===== src/rtl/edge_det_pkg.sv =====
// Shared types and helpers for the multi-channel edge detector.
//   edge_mode_e : per-channel qualification mode (NONE/RISE/FALL/BOTH)
//   mode_rise() / mode_fall() : decode whether a mode accepts a given edge
package edge_det_pkg;

    typedef enum logic [1:0] {
        EDGE_NONE = 2'd0,
        EDGE_RISE = 2'd1,
        EDGE_FALL = 2'd2,
        EDGE_BOTH = 2'd3
    } edge_mode_e;

    function automatic logic mode_rise(input edge_mode_e m);
        return (m == EDGE_RISE) || (m == EDGE_BOTH);
    endfunction

    function automatic logic mode_fall(input edge_mode_e m);
        return (m == EDGE_FALL) || (m == EDGE_BOTH);
    endfunction

endpackage


===== src/rtl/edge_det_chan.sv =====
// One edge-detector channel: synchroniser, debounce filter, rise/fall pulse
// generation, mode-qualified event, sticky pending flag, saturating counter.
// Ports:
//   clk, reset : clock, synchronous active-high reset
//   a          : asynchronous level input
//   mode       : edge qualification mode
//   clear      : pulse, clears pend and cnt
//   rise, fall : 1-cycle pulses on filtered edges (mode-independent)
//   evt        : 1-cycle pulse on a mode-qualified edge
//   pend       : sticky flag set by evt
//   cnt        : saturating count of qualified events
module edge_det_chan
    import edge_det_pkg::*;
#(
    parameter int SYNC_STAGES = 2,
    parameter int DEBOUNCE    = 4,
    parameter int CNT_W       = 8
) (
    input  logic             clk,
    input  logic             reset,
    input  logic             a,
    input  edge_mode_e       mode,
    input  logic             clear,
    output logic             rise,
    output logic             fall,
    output logic             evt,
    output logic             pend,
    output logic [CNT_W-1:0] cnt
);

    // DEBOUNCE of 0 or 1 both mean "accept after one mismatching cycle".
    localparam int DB   = (DEBOUNCE < 1) ? 1 : DEBOUNCE;
    localparam int SC_W = $clog2(DB + 1);
    localparam logic [SC_W-1:0] SC_LAST = SC_W'(DB - 1);

    logic [SYNC_STAGES-1:0] sync_pipe;
    logic                   sync;
    logic                   filt;
    logic [SC_W-1:0]        stab_cnt;
    logic                   mismatch;
    logic                   toggle;

    always_ff @(posedge clk) begin
        if (reset) sync_pipe <= '0;
        else       sync_pipe <= {sync_pipe[SYNC_STAGES-2:0], a};
    end

    assign sync     = sync_pipe[SYNC_STAGES-1];
    assign mismatch = sync ^ filt;
    // Toggle on the edge that completes DB consecutive mismatching cycles;
    // stab_cnt is cleared there, so it never reaches DB and cannot wrap.
    assign toggle   = mismatch && (stab_cnt == SC_LAST);

    always_ff @(posedge clk) begin
        if (reset) begin
            filt     <= 1'b0;
            stab_cnt <= '0;
        end else if (toggle) begin
            filt     <= sync;
            stab_cnt <= '0;
        end else if (mismatch) begin
            stab_cnt <= stab_cnt + SC_W'(1);
        end else begin
            stab_cnt <= '0;
        end
    end

    // Pulses are registered on the same edge the filtered level flips.
    always_ff @(posedge clk) begin
        if (reset) begin
            rise <= 1'b0;
            fall <= 1'b0;
            evt  <= 1'b0;
        end else begin
            rise <= toggle & sync;
            fall <= toggle & ~sync;
            evt  <= toggle & ((sync & mode_rise(mode)) | (~sync & mode_fall(mode)));
        end
    end

    // Pending and counter follow the registered event; set beats clear so a
    // coincident event is never lost.
    always_ff @(posedge clk) begin
        if (reset) begin
            pend <= 1'b0;
            cnt  <= '0;
        end else begin
            pend <= evt | (pend & ~clear);
            if (clear)              cnt <= CNT_W'(evt);
            else if (evt && !(&cnt)) cnt <= cnt + CNT_W'(1);
        end
    end

endmodule


===== src/rtl/multi_edge_detector.sv =====
// Multi-channel edge detector top: NUM_CH independent edge_det_chan instances
// plus an aggregated interrupt (OR of all pending flags).
// Ports:
//   clk, reset : clock, synchronous active-high reset
//   a_i        : asynchronous level inputs, bit i = channel i
//   mode_i     : per-channel edge_mode_e, channel i at [2*i +: 2]
//   clear_i    : per-channel clear pulse for pend_o / cnt_o
//   rise_o, fall_o, event_o : per-channel 1-cycle pulses
//   pend_o     : per-channel sticky pending flags
//   cnt_o      : per-channel saturating counts, channel i at [i*CNT_W +: CNT_W]
//   irq_o      : OR of pend_o
module multi_edge_detector
    import edge_det_pkg::*;
#(
    parameter int NUM_CH      = 8,
    parameter int SYNC_STAGES = 2,
    parameter int DEBOUNCE    = 4,
    parameter int CNT_W       = 8
) (
    input  logic                    clk,
    input  logic                    reset,
    input  logic [NUM_CH-1:0]       a_i,
    input  logic [2*NUM_CH-1:0]     mode_i,
    input  logic [NUM_CH-1:0]       clear_i,
    output logic [NUM_CH-1:0]       rise_o,
    output logic [NUM_CH-1:0]       fall_o,
    output logic [NUM_CH-1:0]       event_o,
    output logic [NUM_CH-1:0]       pend_o,
    output logic [CNT_W*NUM_CH-1:0] cnt_o,
    output logic                    irq_o
);

    for (genvar i = 0; i < NUM_CH; i++) begin : g_chan
        edge_det_chan #(
            .SYNC_STAGES (SYNC_STAGES),
            .DEBOUNCE    (DEBOUNCE),
            .CNT_W       (CNT_W)
        ) u_chan (
            .clk   (clk),
            .reset (reset),
            .a     (a_i[i]),
            .mode  (edge_mode_e'(mode_i[2*i +: 2])),
            .clear (clear_i[i]),
            .rise  (rise_o[i]),
            .fall  (fall_o[i]),
            .evt   (event_o[i]),
            .pend  (pend_o[i]),
            .cnt   (cnt_o[i*CNT_W +: CNT_W])
        );
    end

    assign irq_o = |pend_o;

endmodule

===== config.mk =====
export PLATFORM = sky130hd
export DESIGN_NAME = multi_edge_detector
export DESIGN_NICKNAME = d
export VERILOG_FILES = /design/src/rtl/edge_det_pkg.sv /design/src/rtl/edge_det_chan.sv /design/src/rtl/multi_edge_detector.sv
export SDC_FILE = /design/constraint.sdc
export NUM_CORES = 1
export LEC_CHECK = 0
export BUFFER_PORTS_ARGS = -buffer_cell sky130_fd_sc_hd__buf_2
export CELL_PAD_IN_SITES_DETAIL_PLACEMENT = 0
export CELL_PAD_IN_SITES_GLOBAL_PLACEMENT = 1
export CORE_MARGIN = 2
export CORE_UTILIZATION = 44
export CTS_CLUSTER_SIZE = 40
export DETAILED_ROUTE_END_ITERATION = 8
export PLACE_DENSITY = 0.82
export SETUP_SLACK_MARGIN = 0.1
export SLEW_MARGIN = 5
export SYNTH_ARGS = -nofsm -noshare
export SYNTH_HDL_FRONTEND = slang
export SYNTH_SLANG_ARGS = --single-unit

===== constraint.sdc =====
create_clock -name clk -period 3.52 [get_ports clk]
set_input_delay 1.056 -clock clk [delete_from_list [all_inputs] [get_ports clk]]
set_output_delay 1.056 -clock clk [all_outputs]
set_load 0.03 [all_outputs]

Word-level counts from Yosys, hierarchy flattened
Cells that the tools add are included.
- flip-flop bits (word level): 144
- output and inout port bits: 97
- word-level logic and storage cells: 305
- input port bits: 34
- bitwise logic cells: 96
- reduce and logical (&&, ||, !) cells: 73
- add/sub/neg operators: 16
- mux-type cells: 16
- equal/unequal tests: 32
- operator list (cell ; number):
    8-bit by 1-bit adder with 8-bit output, second input constant ; 8
    8-bit AND reduction ; 8
    1-bit AND ; 48
    2-bit == test, second input constant ; 16
    3-bit by 1-bit adder with 3-bit output, second input constant ; 8
    3-bit by 2-bit == test with 1-bit output, second input constant ; 8
    1-bit inverter ; 24
    3-bit OR reduction ; 8
    2-bit by 1-bit == test with 1-bit output, second input constant ; 8
    1-bit logical AND ; 16
    1-bit logical OR ; 16
    1-bit 2-to-1 mux ; 16
    1-bit bitwise OR ; 16
    2-bit nonzero test ; 8
    2-bit OR reduction ; 8
    1-bit zero test ; 8
    8-bit OR reduction ; 1
    1-bit bitwise XOR ; 8

Logic depth before layout (Yosys ltp)
- word-level depth: 5
- gate-level depth with buffers: 6
- gate-level depth less buffers: 5

Modules after synthesis
From an unflattened synthesis, not the netlist that was laid out.
- cell total of the unflattened synthesis: 604
- area, all modules: 6112.1 µm²
- by module, submodules not included (module ; area each (µm²) ; sequential area each (µm²) ; instances ; cells an instance):
    edge_det_chan (g_chan[0].u_chan ...) ; 759.5 ; 360.3 ; 7 ; 75
    edge_det_chan (g_chan[7].u_chan) ; 779.5 ; 360.3 ; 1 ; 76
    multi_edge_detector ; 16.3 ; 0.0 ; 1 ; 3

Worst setup path after synthesis
OpenSTA, ideal clock, no wires.
- path kind: input to register
- start: input port reset
- end: register g_chan[5].u_chan.filt
- required time: 3.392 ns
- cell stages on the path: 4
- library setup time: 0.128 ns
- slack: 1.508 ns
- path buffers: 3
- arrival time: 1.884 ns
- cell sequence: clkbuf_1 > clkbuf_1 > clkbuf_1 > nor2_1
- RTL lines (item ; RTL line ; RTL):
    start, declared ; multi_edge_detector.sv:21 ; input logic reset,
    end signal, assigned ; edge_det_chan.sv:59 ; filt <= sync;
    end, declared ; edge_det_chan.sv:38 ; logic filt;
No word-level cell between the ends.

Worst setup path after layout
- start: register g_chan[5].u_chan.pend
- end: output port irq_o
- word-level cells in the longest chain between the ends: 1
- RTL lines (item ; RTL line ; RTL):
    start, declared ; edge_det_chan.sv:27 ; output logic pend,
    start signal, assigned ; edge_det_chan.sv:88 ; pend <= evt | (pend & ~clear);
    8-bit OR reduction ; multi_edge_detector.sv:52 ; assign irq_o = |pend_o;
    end, declared ; multi_edge_detector.sv:30 ; output logic irq_o
Every way passes these cells.

==> flow_metrics.tcl <==
set metrics [dict create \
    status "finished, final reports clean" \
    r2r-start "g_chan[0].u_chan.evt" \
    synthXorXnorAreaFrac_pct 3.60 \
    dp.cells 905 \
    preCtsSetupSlack_ns 0.996 \
    hold_ws_ns 0.418 \
    grt_use_met3_pct 4.23 \
    die_x_um 122 \
    crit_slowest_cell "nor4_1" \
    avgRoutedWirePerCell_um 13.2 \
    stdcell_count 935 \
    p_comb_share_pct 2.1 \
    finalCritPeriodShare_pct 73.9 \
    pwr-share-seq_pct 48.0 \
    vias_per_cell 5.27 \
    finalSetupTns_ns 0 \
    clock_latency_ns 0.41 \
    yosys-top-cells-area "dfxtp_1 (47%), nor2_1 (5.1%), ha_1 (4.9%)" \
    seq_area_frac_synth_pct 47.5 \
    grt.busiest_layer "met2" \
    overflow 0 \
    yosysMostFrequentCell "dfxtp_1" \
    holdPathStages 1 \
    drt_iter0_markers 290 \
    rows 42 \
    max_stage_delay_ns 0.45 \
    root_buffer "clkbuf_16" \
    ys.warnings.count 0 \
    area_growth_pct 18.5 \
    ff2ff_setup_slack_ns 1.67 \
    core-area_um2 13300 \
    multi_input_area_um2 2740 \
    wirelength_um 12400 \
    gr-usage-all-layers_pct 17.2 \
    clock_path_buffers 2 \
    cts_buffers 17 \
    start_kind "flop" \
    seq_area_um2 2880 \
    grt_use_met2_pct 28.0 \
    worst_ep_required_time_ns 2.46 \
    final_layout_size_suffix_gt1_share_pct 22.7 \
    pwr-share-clk_pct 49.9 \
    synth-seq-cells 144 \
    gp_congestion 0.834 \
    grt_pass1_wl_um 20700 \
    leakage_nw 2.99 \
    hold_path_end "g_chan[4].u_chan.stab_cnt[0]" \
    finalMaxSlewViolations 0 \
    ios 131 \
    cp_num_buf_inv 1 \
    cts_max_level 4 \
    synth.area.mux_share_pct 2.82 \
    arrival_ns 1.54 \
    critPathTopFamily "simple AND/OR/NAND/NOR gates" \
    critPathMaxFanout 3 \
    drv_cap 0 \
    final_nets 806 \
    clkSinkCount 144 \
    yosysUniqueCellTypes 49 \
    cp-end-kind "output pin" \
    r2r_cells 4 \
    hold_class "flop to flop" \
    relSlewSlack_pct 50.7 \
    synth-simple-area-share_pct 22.3 \
    diodes 0 \
    ant_nets 0 \
    firstDrtPassIters 5 \
    synth-edff-count 0 \
    clk_transition_reported_paths_ns 0.06 \
    r2r-end "g_chan[0].u_chan.cnt[7]" \
    synth_flop_cell "dfxtp_1" \
    use_met1_pct 21.8 \
    synth_area_leader_cell "dfxtp_1" \
    netSwitchingPower_uw 679 \
    skew_ns 0.00696 \
    start_util_pct 45.5 \
    path_cells "nor4_1 > nand2_1 > buf_2" \
    hold_buffers 0 \
    synth_area_per_cell_um2 9.33 \
    io_buffers 130 \
    finalWorstSetupSlack_ns 0.920 \
    hold_viol_final 0 \
    min-delay-start "g_chan[4].u_chan.stab_cnt[0]" \
    rsz0062_at_grt "no" \
    fillerInstances 1262 \
    synth_compound_area_share_pct 11.4 \
    worstMarginPinSlew_ns 0.739 \
    postCtsSetupRepairBufs 0 \
    synthAdderAreaFrac_pct 4.94 \
    synth_area_um2 6070 \
    cts_tree "built" \
    p_int_mw 2.76 \
    hpwl_um 8980 \
    synthTopCellsByCount "dfxtp_1 (144), nor2_1 (82), a21oi_1 (35), inv_1 (33), buf_4 (32)" \
    synth_cells 651 \
    synth_fp_nets 709 \
    synthArstFlopShare_pct 0 \
    dieArea_um2 14800 \
    drc 0 \
    synthDominantCellAreaShare_pct 47.5 \
    fin_total_pwr_mw 3.44 \
    grt_max_degree 44 \
    ir_drop_mv 0.306 \
    power_density_nw_per_um2 478 \
    max_freq_mhz 385 \
    grt_pass1_vias 4576 \
    switching_share_pct 19.7 \
    setup_viol 0 \
    vias 4932 \
    path_class "flop to output pin" \
    antenna_found_initial 1 \
    min_period_ns 2.60 \
    synth_top_family_by_area "simple AND/OR/NAND/NOR gates" \
    fp.dieH_um 122 \
    cts_resized 0 \
]
-- layout make-up --
cell class / instances / area share, %
clock buffer: 23 / 6.64
timing repair buffer: 132 / 9.25
multi-input combinational: 420 / 38.1
inverter: 33 / 1.72
tap: 176 / 3.06
clock inverter: 7 / 1.18
sequential: 144 / 40.1
-- cell usage in the layout (no fill, tap or decap), types with 11 or more instances in the layout --
| cell type | count |
|---|---|
| inv_1 | 33 |
| nor4bb_1 | 16 |
| nor2b_1 | 18 |
| or2_2 | 12 |
| nor2_1 | 82 |
| a21oi_1 | 35 |
| nor3_1 | 15 |
| and4_1 | 11 |
| nand2_1 | 19 |
| nand3_1 | 24 |
| ha_1 | 24 |
| dfxtp_1 | 144 |
| clkbuf_16 | 17 |
| buf_2 | 130 |
| o21ai_0 | 15 |
| xnor2_1 | 17 |
| mux2i_1 | 16 |
| nand4_1 | 18 |
-- sequential cells by signal (all words and copies together) (netlist names) --
signal and count:
g_chan.u_chan.pend 8, g_chan.u_chan.filt 8, g_chan.u_chan.fall 8, g_chan.u_chan.rise 8, g_chan.u_chan.evt 8, g_chan.u_chan.cnt 64
g_chan.u_chan.stab_cnt 24, g_chan.u_chan.sync_pipe 16
-- power groups by stage --
stage / logic (mW) / clock network, mW / registers, mW
floorplan: 0.0410 / 0 / 1.68
global placement: 0.0701 / 0 / 1.68
detailed placement: 0.0723 / 0 / 1.68
CTS: 0.0726 / 1.76 / 1.65
global route: 0.0807 / 1.83 / 1.65
finish: 0.0716 / 1.72 / 1.65
-- through the flow --
step / util, % / area [um^2]
floorplan: - / 6070
global placement: 49.7 / 6630
detailed placement: 49.7 / 6630
CTS: 53.9 / 7200
global route: 53.9 / 7200
finish: 53.9 / 7200
-- how the worst max path moves through the flow --
stage | from | endpoint | cells past startpoint
4_1_cts | g_chan[5].u_chan.pend | irq_o | 3
6_report | g_chan[5].u_chan.pend | irq_o | 3
3_3_place_gp | reset | g_chan[6].u_chan.evt | 4
2_1_floorplan | reset | g_chan[5].u_chan.filt | 4
5_1_grt | g_chan[5].u_chan.pend | irq_o | 3
3_5_place_dp | reset | g_chan[2].u_chan.evt | 4
-- cell families (layout without fill, tap and decap cells) --
logic type | Yosys count | count (layout)
AOI/OAI and AO/OA | 106 | 106
xor gates and xnor gates | 25 | 25
adders and majority gates | 24 | 24
buffers and inverters | 87 | 195
DFF | 144 | 144
muxes | 17 | 17
and+or+nand+nor | 248 | 248
-- metal layers --
layer / part of all wire [%] / up-vias
met5: 0.11 / -
met4: 1.4 / 2
met3: 5.2 / 20
met2: 47 / 119
met1: 46 / 2311
li1: - / 2480
(Power assumes the default switching activity.)
